[config.mk]
export PLATFORM = sky130hd
export DESIGN_NAME = dot_product_accumulator_flat
export DESIGN_NICKNAME = d
export VERILOG_FILES = /design/src/rtl/dot_product_accumulator_if.sv /design/src/rtl/dot_product_accumulator.sv /design/src/flat_wrapper.sv
export SDC_FILE = /design/constraint.sdc
export NUM_CORES = 1
export LEC_CHECK = 0
export ABC_CLOCK_PERIOD_IN_PS = 6020
export CORE_MARGIN = 1
export CORE_UTILIZATION = 35
export DETAILED_ROUTE_END_ITERATION = 6
export PLACE_DENSITY = 0.52
export SLEW_MARGIN = 20
export SYNTH_ARGS = -nofsm -noshare
export SYNTH_HDL_FRONTEND = slang
export SYNTH_SLANG_ARGS = --single-unit
[constraint.sdc]
create_clock -name clk -period 6.02 [get_ports clk]
set_input_delay 1.204 -clock clk [delete_from_list [all_inputs] [get_ports clk]]
set_output_delay 1.204 -clock clk [all_outputs]
set_load 0.05 [all_outputs]
[src/rtl/dot_product_accumulator_if.sv]
// Product-in and result-out channels of the dot-product accumulator.
// Both channels use valid/ready: a beat transfers on a rising clk edge
// where valid && ready. Once valid is high, the source holds the payload
// stable until that transfer happens. The sink may change ready freely.
interface dot_product_accumulator_if #(
  parameter int PROD_W = 64
);
  logic              prod_valid;
  logic              prod_ready;
  logic [PROD_W-1:0] prod_data;
  logic              res_valid;
  logic              res_ready;
  logic [PROD_W-1:0] res_data;
  logic              res_overflow;

  // Producer of products and consumer of results (the surrounding system).
  modport master (
    output prod_valid, prod_data, res_ready,
    input  prod_ready, res_valid, res_data, res_overflow
  );

  // The accumulator itself.
  modport slave (
    input  prod_valid, prod_data, res_ready,
    output prod_ready, res_valid, res_data, res_overflow
  );
endinterface

[src/rtl/dot_product_accumulator.sv]
// Sums a programmed number of signed products in a guarded accumulator.
// It then returns one saturated result through the result channel.
module dot_product_accumulator #(
  parameter int PROD_W  = 64,
  parameter int GUARD_W = 8,
  parameter int LEN_W   = 8
) (
  input  logic                  clk,
  input  logic                  rst_n,
  input  logic                  start,
  input  logic [LEN_W-1:0]      len,
  dot_product_accumulator_if.slave bus,
  output logic                  busy,
  output logic [1:0]            dbg_state
);
  localparam int ACC_W = PROD_W + GUARD_W;

  localparam logic [1:0] ST_IDLE = 2'd0;
  localparam logic [1:0] ST_ACC  = 2'd1;
  localparam logic [1:0] ST_HOLD = 2'd2;

  localparam logic [PROD_W-1:0] SAT_MAX = {1'b0, {(PROD_W-1){1'b1}}};
  localparam logic [PROD_W-1:0] SAT_MIN = {1'b1, {(PROD_W-1){1'b0}}};

  logic [1:0]        state_q, state_d;
  logic [ACC_W-1:0]  acc_q, acc_d;
  logic [LEN_W-1:0]  cnt_q, cnt_d;
  logic [PROD_W-1:0] res_data_q, res_data_d;
  logic              res_ovf_q, res_ovf_d;

  logic              xfer;
  logic [ACC_W-1:0]  sum;
  logic [GUARD_W:0]  sum_top;
  logic              sum_ovf;
  logic [PROD_W-1:0] sum_sat;

  // Product channel handshake. Final sum and clamp are taken on the extended sum.
  always_comb begin
    xfer    = bus.prod_valid && (state_q == ST_ACC);
    sum     = acc_q + {{GUARD_W{bus.prod_data[PROD_W-1]}}, bus.prod_data};
    sum_top = sum[ACC_W-1:PROD_W-1];
    // The sum fits in PROD_W bits only if the guard bits and the result
    // sign bit all agree.
    sum_ovf = !((&sum_top) || !(|sum_top));
    if (sum_ovf) sum_sat = sum[ACC_W-1] ? SAT_MIN : SAT_MAX;
    else         sum_sat = sum[PROD_W-1:0];
  end

  // Next-state logic for the IDLE -> ACC -> HOLD job sequence.
  always_comb begin
    state_d    = state_q;
    acc_d      = acc_q;
    cnt_d      = cnt_q;
    res_data_d = res_data_q;
    res_ovf_d  = res_ovf_q;
    case (state_q)
      ST_IDLE: begin
        if (start) begin
          if (len != '0) begin
            acc_d   = '0;
            cnt_d   = len;
            state_d = ST_ACC;
          end else begin
            res_data_d = '0;
            res_ovf_d  = 1'b0;
            state_d    = ST_HOLD;
          end
        end
      end
      ST_ACC: begin
        if (xfer) begin
          acc_d = sum;
          cnt_d = cnt_q - LEN_W'(1);
          if (cnt_q == LEN_W'(1)) begin
            res_data_d = sum_sat;
            res_ovf_d  = sum_ovf;
            state_d    = ST_HOLD;
          end
        end
      end
      ST_HOLD: begin
        if (bus.res_ready) state_d = ST_IDLE;
      end
      default: state_d = ST_IDLE;
    endcase
  end

  // State registers. Reset aborts any job in progress.
  always_ff @(posedge clk or negedge rst_n) begin
    if (!rst_n) begin
      state_q    <= ST_IDLE;
      acc_q      <= '0;
      cnt_q      <= '0;
      res_data_q <= '0;
      res_ovf_q  <= 1'b0;
    end else begin
      state_q    <= state_d;
      acc_q      <= acc_d;
      cnt_q      <= cnt_d;
      res_data_q <= res_data_d;
      res_ovf_q  <= res_ovf_d;
    end
  end

  // Outputs decode straight from registered state, so ready never depends on valid.
  always_comb begin
    bus.prod_ready   = (state_q == ST_ACC);
    bus.res_valid    = (state_q == ST_HOLD);
    bus.res_data     = res_data_q;
    bus.res_overflow = res_ovf_q;
    busy             = (state_q != ST_IDLE);
    dbg_state        = state_q;
  end
endmodule

[src/flat_wrapper.sv]
// flat-port wrapper written by rule: the top's interface ports become plain ports
module dot_product_accumulator_flat 
#(
  parameter int PROD_W  = 64,
  parameter int GUARD_W = 8,
  parameter int LEN_W   = 8
)
  (clk, rst_n, start, len, busy, dbg_state, bus_prod_valid, bus_prod_data, bus_res_ready, bus_prod_ready, bus_res_valid, bus_res_data, bus_res_overflow);
  dot_product_accumulator_if #(.PROD_W(PROD_W)) bus_i ();
  input  logic clk;
  input  logic rst_n;
  input  logic start;
  input  logic [LEN_W-1:0] len;
  output logic busy;
  output logic [1:0] dbg_state;
  input wire logic [$bits(bus_i.prod_valid)-1:0] bus_prod_valid;
  input wire logic [$bits(bus_i.prod_data)-1:0] bus_prod_data;
  input wire logic [$bits(bus_i.res_ready)-1:0] bus_res_ready;
  output wire logic [$bits(bus_i.prod_ready)-1:0] bus_prod_ready;
  output wire logic [$bits(bus_i.res_valid)-1:0] bus_res_valid;
  output wire logic [$bits(bus_i.res_data)-1:0] bus_res_data;
  output wire logic [$bits(bus_i.res_overflow)-1:0] bus_res_overflow;
  assign bus_i.prod_valid = bus_prod_valid;
  assign bus_i.prod_data = bus_prod_data;
  assign bus_i.res_ready = bus_res_ready;
  assign bus_prod_ready = bus_i.prod_ready;
  assign bus_res_valid = bus_i.res_valid;
  assign bus_res_data = bus_i.res_data;
  assign bus_res_overflow = bus_i.res_overflow;
  dot_product_accumulator #(.PROD_W(PROD_W), .GUARD_W(GUARD_W), .LEN_W(LEN_W)) u_core (.clk(clk), .rst_n(rst_n), .start(start), .len(len), .bus(bus_i), .busy(busy), .dbg_state(dbg_state));
endmodule
# --- Word level (Yosys, flattened, before mapping) ---
# Index checks and enable logic that the tools add are counted.
totals:
  regBits: 147
  output_inout_bits: 70
  elab_cells: 55
classes:
  addsub: 2
  n_eq_ne: 9
  mux: 26
  n_reduce_logical: 13
ops:
  columns: ["operator", "n"]
  rows:
  - ["$mux W64", 6]
  - ["$mux W72", 3]
  - ["$pmux W72 S2", 1]
  - ["$pmux W64 S2", 1]
  - ["$add A72 B72 Y72", 1]
  - ["$mux W8", 3]
  - ["$pmux W8 S2", 1]
  - ["$mux W2", 5]
  - ["$reduce_and A9 Y1", 1]
  - ["$reduce_or A9 Y1", 1]
  - ["$eq A8 B1 Y1 const B", 1]
  - ["$reduce_and A4 Y1", 2]
  - ["$reduce_bool A8 Y1", 1]
  - ["$sub A8 B1 Y8 const B", 1]
  - ["$ne A2 B1 Y1 const B", 3]
  - ["$ne A2 B2 Y1 const B", 3]
  - ["$pmux W2 S3", 1]
  - ["$reduce_and A5 Y1", 1]
  - ["$mux W1", 4]
  - ["$reduce_bool A2 Y1", 2]
  - ["$eq A2 B1 Y1 const B", 1]
  - ["$eq A2 B2 Y1 const B", 1]
  - ["$logic_not A1 Y1", 2]
  - ["$logic_not A2 Y1", 1]
  - ["other kinds (3)", 3]

# --- Logic depth before layout (Yosys ltp) ---
# Gate-level depths: netlist of run 1.
depth:
  word_depth: 8
  ltp_mapped: 16

# --- Worst setup path after synthesis of run 1 ---
# Ideal clock, no wire load.
synth_timing:
  kind: "input to register"
  startpoint: "in bus_prod_data[0]"
  endpoint: "reg u_core.res_data_q[10], in the netlist u_core.bus.res_data[10]"
  setup_time_ps: 104
  arrival_time_ps: 4113
  t_required_ps: 5916
  slack_ps: 1803
  path_stages: 16
  n_path_buf: 2
  cell_sequence: "ha_1 > inv_1 > fa_1 > nand2b_1 > a21oi_1 > o21ai_0 > o211ai_1 > a21oi_2 > o31ai_4 > xor2_1 > nand2_1 > nor4_2 > a21oi_1 > buf_6 > buf_6 > o311ai_1"
synth_via:
  elab_chain_cells: 8
  elab_cells_between_ends: 10
  cone_classes: "add/sub (1); mux (5); reduce/logical (4)"
synth_rtl:
  columns: ["element", "line_no", "text"]
  rows:
  - ["start, declared", "flat_wrapper.sv:17", "input wire logic [$bits(bus_i.prod_data)-1:0] bus_prod_data;"]
  - ["$add A72 B72 Y72 (*)", "dot_product_accumulator.sv:40", "sum = acc_q + {{GUARD_W{bus.prod_data[PROD_W-1]}}, bus.prod_data};"]
  - ["$reduce_or A9 Y1", "dot_product_accumulator.sv:44", "sum_ovf = !((&sum_top) || !(|sum_top));"]
  - ["$logic_not A1 Y1", "dot_product_accumulator.sv:44", null]
  - ["$logic_or A1 B1 Y1", "dot_product_accumulator.sv:44", null]
  - ["$mux W64 (*)", "dot_product_accumulator.sv:45", "if (sum_ovf) sum_sat = sum[ACC_W-1] ? SAT_MIN : SAT_MAX;"]
  - ["$mux W64 (*)", "dot_product_accumulator.sv:74", "if (cnt_q == LEN_W'(1)) begin"]
  - ["$mux W64 (*)", "dot_product_accumulator.sv:71", "if (xfer) begin"]
  - ["$pmux W64 S2 (*)", "dot_product_accumulator.sv:56", "case (state_q)"]
  - ["end signal, assigned", "dot_product_accumulator.sv:100", "res_data_q <= res_data_d;"]
  - ["end, declared", "dot_product_accumulator.sv:28", "logic [PROD_W-1:0] res_data_q, res_data_d;"]
# Mark *: on every way between the ends. The rest lies on a longest branch, timed or not. The select of a mux whose other input is x is not followed.
# A chain may end at the register's enable or synchronous reset.

# --- Worst setup path after layout of run 1 ---
layout_timing:
  startpoint: "in bus_prod_data[0]"
  endpoint: "reg u_core.res_data_q[49], in the netlist u_core.bus.res_data[49]"
# Same word-level chain as after synthesis.

==> run metrics, run 1 <==
status=completed; port bufs=around 150; CP Max Fanout=30; WL/cell=18.5 µm; reg2reg start=u_core.acc_q[0]$_DFFE_PN0P_; post-cts resize count=0; Fillers=3073; die area=between 30000 and 40000 µm²; TritonCTS Buffers=17; CP max stage delay=0.48 ns; share of layout cells above drive strength 1=a little under 6%; Reg area=~3700 µm²; Slew HR=30.6%; worst vdd ir=~320 µV; EDFF count, synth=0; reg2reg setup slack=~1.8 ns; Slew Limit Fails=0; Remaining Overflow, GRT=0; register area share after synthesis=34.1%; Nets=1565; Top FF cell, synth=dfrtp_1; core area=around 30000 µm²; worst reg2reg path endpoint=u_core.bus.res_data[49]$_DFFE_PN0P_; endpoints failing setup=0; RSZ-0062 raised after global routing=false; fin crit share=a little under nine tenths; Data arrival, critical path=about 5.5 ns; Fin Setup TNS=0 ns; deepest clock path buffer count=2; GPL Wtd Cong=slightly below 0.9; first-pass GRT wire length=54100 µm; multi-input combinational cell area=6620 µm²; WHS=between 0.4 and 0.5 ns; Antenna Cells=0; CTS tree=done; hold depth=2; HPWL after DPL=approximately 25000 µm; Clock Sinks=roughly 150; Worst Hold Path EP=u_core.acc_q[34]$_DFFE_PN0P_; Final Util=43.7%; Ports=147; Via density=roughly 5.5; DRC viols=0; Static Leak=about 0.0056 µW; fraction of registers with async set/reset=between 90% and 100%; Yosys Warn Count=0; CP startpoint=bus_prod_data[0]; syn nets=1473; flops & latches, synth=147; Post-CTS Setup Bufs=0; max cap viols=0; CP cell instances=clkdlybuf4s50_1 -> ha_1 -> inv_1 -> fa_1 -> nand2b_1 -> a21oi_1 -> o21ai_0 -> o211ai_1 -> a21oi_2 -> o31ai_4 -> xor2_1 -> nand2_1 -> nor4_2 -> a21oi_4 -> buf_4 -> o311ai_0; CTS Root Cell=clkbuf_16; Crit-path slowest cell=clkdlybuf4s50_1; Hold Startpoint=u_core.acc_q[34]$_DFFE_PN0P_; register clock-pin slew on the reported worst setup and hold paths=0.06 ns; area delta synth->final=21.2%; maximum number of pins on one net before global-route repair=99; Post-DRT Antenna Nets=0; overall power=between 8000 and 9000 µW; worst slack at placement=0.504 ns; FF-to-FF path depth=15; DR vias=10068; Distinct cells, synth=81; clock skew=between 0.01 and 0.015 ns; Skew-Pair Late Insertion Delay=0.44 ns; H-tree levels=4; final hold vios=0; site row count=63; antenna violations before repair=0; starting density of the core=36.0%; PD cells=about 640 nW/µm²; GRT Total Usage=between 20% and 30%; violation count after the first detailed-routing iteration=between 600 and 700; DIE HEIGHT=~180 µm; vias in the first global route=roughly 10000; Critical Path Start Type=primary input; Synth Cell Area=10800 µm²; crit path kind=primary input to flop; mean post-synth cell area=8.17 µm²; WP data required=between 6 and 7 ns; worst-margin pin slew=~1.0 ns; die width=between 150 and 200 µm; Fmax achieved=roughly 190 MHz; Syn Inst Count=between 1000 and 1500; cts hold-fix bufs=0; final WL=between 30000 and 40000 µm; Hold Crit Class=flop to flop; Worst setup EP type=flop; crit path time final=approximately 5.2 ns; crit path setup slack, layout=0.856 ns; TritonRoute pass-1 iters=5
==> stage by stage <==
stage | cells | cell area, µm²
after CTS | 1817 | 13100
after global routing | 1817 | 13100
final | 1817 | 13100
after detailed placement | 1785 | 12500
after global placement | 1785 | 12500
after floorplan | 1322 | 10800
==> cells by family after synthesis <==
logic type	share of synthesized area (%)
xor gates and xnor gates	4.71
DFF	34.1
buffers and inverters	4.79
AOI/OAI and AO/OA	26.5
adders and majority gates	8.65
and+or+nand+nor	21.1
muxes	0.185
==> power breakdown <==
group	internal (µW)	switching (µW)	leakage [µW]
Clock	694	483	0.000305
Combinational	1910	3570	0.00338
Sequential	1480	301	0.00188
==> registers in the layout, indices dropped and copies added, names as in the netlist <==
signal and count:
u_core.acc_q 72, u_core.bus.res_data 64, u_core.bus.res_overflow 1, u_core.cnt_q 8, u_core.dbg_state 2
==> placed cells by master, fill, tap and decap left out, drive strengths merged, types with 21 or more instances in the layout <==
| cell | synthesis | final |
|---|---|---|
| inv | 27 | 32 |
| nand4 | 36 | 36 |
| o311ai | 55 | 55 |
| xor2 | 27 | 27 |
| o21ai | 134 | 134 |
| nor3 | 21 | 21 |
| xnor2 | 31 | 31 |
| clkdlybuf4s50 | 0 | 145 |
| dfrtp | 147 | 147 |
| a21oi | 117 | 117 |
| nand2 | 260 | 260 |
| ha | 73 | 73 |
| nor2 | 78 | 78 |
==> critical path, delay by kind of cell <==
| kind | cells | cell delay [ns] |
|---|---|---|
| xor gates and xnor gates | 1 | 0.26 |
| and+or+nand+nor | 3 | 0.77 |
| adders and majority gates | 2 | 0.58 |
| AOI/OAI and AO/OA | 7 | 1.80 |
| buffers and inverters | 3 | 0.82 |
==> layout make-up <==
type                            instances  share of cell area, %
Clock buffer                           20                   3.57
Clock inverter                         12                   1.27
Inverter                               27                  0.775
Multi-Input combinational cell       1062                   50.6
Sequential cell                       147                   28.1
Tap cell                              390                   3.73
Timing Repair Buffer                  159                   11.9
==> worst max-delay path by stage <==
stage / end / depth (start not counted)
floorplan: u_core.bus.res_data[10]$_DFFE_PN0P_ / 16
global placement: u_core.bus.res_data[55]$_DFFE_PN0P_ / 16
detailed placement: u_core.bus.res_data[49]$_DFFE_PN0P_ / 16
CTS: u_core.bus.res_data[49]$_DFFE_PN0P_ / 16
global route: u_core.bus.res_data[49]$_DFFE_PN0P_ / 14
finish: u_core.bus.res_data[49]$_DFFE_PN0P_ / 16
==> synthesized netlist by cell type (3+ instances only) <==
cell type	instances	area (µm²)
o21a_1	5	37.5
o21ai_0	119	596
nor2b_1	6	37.5
and2_1	6	37.5
clkbuf_1	49	184
xnor2_1	31	272
nor4_1	10	62.6
or2_2	4	25.0
nand3_1	19	95.1
o211ai_1	12	90.1
buf_4	7	52.6
o311ai_2	3	48.8
nor3b_1	3	22.5
nand2b_1	17	106
xor2_1	27	236
a21o_1	18	135
dfrtp_1	147	3680
nand2_1	259	972
nand4_1	32	200
o21ai_1	13	65.1
o31ai_1	9	67.6
nor2_1	77	289
nand4_2	4	50.1
a21oi_2	4	35.0
a21oi_1	113	566
a22oi_1	4	30.0
a211oi_1	11	82.6
or3_1	9	56.3
inv_1	27	101
a32o_1	4	40.0
o21bai_1	17	128
ha_1	73	913
buf_6	5	56.3
nor4_2	3	37.5
nor3_1	21	105
buf_2	21	105
o311ai_1	44	385
a221oi_1	5	43.8
and3_1	5	31.3
o311ai_0	8	70.1
a31oi_1	11	68.8
a22o_1	8	70.1
==> routing by layer <==
| metal | track usage [%] | vias to the layer above | routed length [µm] |
|---|---|---|---|
| li1 | - | 5030 | - |
| met1 | 30.1 | 4815 | 16600 |
| met2 | 35.8 | 192 | 15500 |
| met3 | 3.08 | 31 | 1020 |
| met4 | 5.38 | 0 | 437 |
| met5 | 0 | - | 0 |
Power figures use the tool's default switching activity.
==> inputs of run 2 (changes only) <==
--- a/config.mk
+++ b/config.mk
@@ -6,11 +6,14 @@
 export NUM_CORES = 1
 export LEC_CHECK = 0
 export ABC_CLOCK_PERIOD_IN_PS = 6020
+export CELL_PAD_IN_SITES_DETAIL_PLACEMENT = 0
+export CELL_PAD_IN_SITES_GLOBAL_PLACEMENT = 1
 export CORE_MARGIN = 1
 export CORE_UTILIZATION = 35
 export DETAILED_ROUTE_END_ITERATION = 6
-export PLACE_DENSITY = 0.52
+export PLACE_DENSITY = 0.67
 export SLEW_MARGIN = 20
 export SYNTH_ARGS = -nofsm -noshare
 export SYNTH_HDL_FRONTEND = slang
 export SYNTH_SLANG_ARGS = --single-unit
+export TNS_END_PERCENT = 30
==> run metrics, run 2 (synthesized netlist as in run 1, its figures left out) <==
CTS tree=done; DRC viols=0 (unchanged); GPL Wtd Cong=0.918 (+5.4%); site row count=63 (unchanged); Remaining Overflow, GRT=0 (unchanged); Nets=1563 (-0.13%); Ports=147 (unchanged); worst slack at placement=0.472 ns (-0.0314 ns); maximum number of pins on one net before global-route repair=92 (-7.1%); Clock Sinks=147 (unchanged); DIE HEIGHT=178 µm (unchanged); placed cell count=1783 (-0.11%); first-pass GRT wire length=53400 µm (-1.4%); Critical Path Start Type=primary input; antenna violations before repair=0 (unchanged); TritonRoute pass-1 iters=5 (unchanged); Fmax achieved=194 MHz (+0.17%); CP Max Fanout=33 (+10%); die width=178 µm (unchanged); Slew HR=32.2% (+1.6 points); WL/cell=18.3 µm (-0.58%); HPWL after DPL=25000 µm (about the same); crit path time final=5.15 ns (-0.00896 ns); crit path setup slack, layout=0.865 ns (+0.00897 ns); Post-CTS Setup Bufs=0 (unchanged); crit path kind=primary input to flop; die area=31600 µm² (unchanged); endpoints failing setup=0 (unchanged); Fin Setup TNS=0 ns (unchanged); CTS Root Cell=clkbuf_16; Via density=5.53 (-0.22%); final WL=33300 µm (-0.69%); Static Leak=0.00553 µW (-0.66%); core area=30000 µm² (unchanged); GRT Total Usage=21.5% (-0.35 points); Data arrival, critical path=5.49 ns (+0.02 ns); post-cts resize count=0 (unchanged); clock skew=0.0162 ns (+0.00290 ns); H-tree levels=4 (unchanged); number of flip-flops in the largest register=72 (unchanged); Worst setup EP type=flop; max cap viols=0 (unchanged); worst-margin pin slew=1.01 ns (-0.0240 ns); status=completed; Hold Crit Class=flop to flop; register clock-pin slew on the reported worst setup and hold paths=0.08 ns (+0.02 ns); cts hold-fix bufs=0 (unchanged); Most flops, register=u_core.acc_q; violation count after the first detailed-routing iteration=657 (-0.30%); Post-DRT Antenna Nets=0 (unchanged); vias in the first global route=9859 (-2.2%); most frequent cells in the layout=nand2_1 (258), dfrtp_1 (147), clkdlybuf4s50_1 (145); Final Util=43.5% (-0.23 points); WP data required=6.35 ns (+0.02 ns); fin cells=1815 (-0.11%); most common cell after layout, fill and taps aside=nand2_1; TritonCTS Buffers=17 (unchanged); share of layout cells above drive strength 1=5.68% (-0.13 points); Skew-Pair Late Insertion Delay=0.44 ns (about the same); area delta synth->final=20.6%; Slew Limit Fails=0 (unchanged); worst vdd ir=239 µV (-26%); port bufs=146 (unchanged); Antenna Cells=0 (unchanged); starting density of the core=36.0% (unchanged); fin crit share=85.6% (-0.15 points); DR vias=10035 (-0.33%); deepest clock path buffer count=2 (unchanged); RSZ-0062 raised after global routing=false; final hold vios=0 (unchanged); PD cells=640 nW/µm² (-0.72%)
## run 2: cell count changes in the layout (fill, tap and decap cells not counted), sizes merged
| cell | delta |
|---|---|
| clkbuf | -2 |
| clkinv | +2 |
| bufinv | -3 |
| inv | +3 |
| buf | -2 |
## run 2: metal layers
metal  GRT usage, %  up-vias  part of all wire (%)
li1               -     5012                     -
met1           29.3     4796                    48
met2           35.3      197                    47
met3           3.06       30                   3.6
met4           5.73        0                   1.8
met5              0        -                     0
## run 2: final timing paths
| check | start | end | slack [ns] | depth (start not counted) |
|---|---|---|---|---|
| min in group asynchronous | rst_n | u_core.bus.res_data[43]$_DFFE_PN0P_ | 0.86 | 1 |
| min reg2reg | u_core.acc_q[18]$_DFFE_PN0P_ | u_core.acc_q[18]$_DFFE_PN0P_ | 0.49 | 2 |
| max reg2reg | u_core.acc_q[0]$_DFFE_PN0P_ | u_core.bus.res_data[11]$_DFFE_PN0P_ | 1.73 | 15 |
| max in group asynchronous | rst_n | u_core.bus.res_data[10]$_DFFE_PN0P_ | 3.86 | 2 |
| max | bus_prod_data[0] | u_core.bus.res_data[11]$_DFFE_PN0P_ | 0.87 | 16 |
| min | u_core.acc_q[18]$_DFFE_PN0P_ | u_core.acc_q[18]$_DFFE_PN0P_ | 0.49 | 2 |
## run 2: worst max-delay path: stages
cell	delay (ns)
clkdlybuf4s50_1	0.46
ha_1	0.24
inv_1	0.08
fa_1	0.37
nand2b_1	0.19
a21oi_1	0.30
o21ai_0	0.28
o211ai_1	0.30
a21oi_2	0.18
o31ai_4	0.29
xor2_1	0.25
nand2_1	0.20
nor4_2	0.40
a21oi_4	0.10
buf_4	0.28
o311ai_1	0.34
## run 2: through the flow
step	total power, µW	cell area (µm²)	hold slack [ns]
6_report	8330	13000	0.486
5_1_grt	8990	13000	0.510
4_1_cts	8370	13000	0.491
3_5_place_dp	7250	12400	0.475
3_3_place_gp	7230	12400	0.466
2_1_floorplan	5760	10800	0.453
## run 2: layout make-up
| type | count | area [µm²] |
|---|---|---|
| timing repair buffer | 157 | 1550 |
| sequential | 147 | 3680 |
| fill | 3069 | 16900 |
| multi-input combinational | 1062 | 6620 |
| clock buffer | 18 | 439 |
| clock inverter | 14 | 140 |
| tap | 390 | 488 |
| inverter | 27 | 101 |
## run 2: power by group
group / internal [µW] / switching (µW) / total (µW) / leakage, µW
combinational: 1900 / 3580 / 5480 / 0.00337
sequential: 1480 / 290 / 1770 / 0.00188
clock: 561 / 520 / 1080 / 0.000278
total: 3940 / 4390 / 8330 / 0.00553
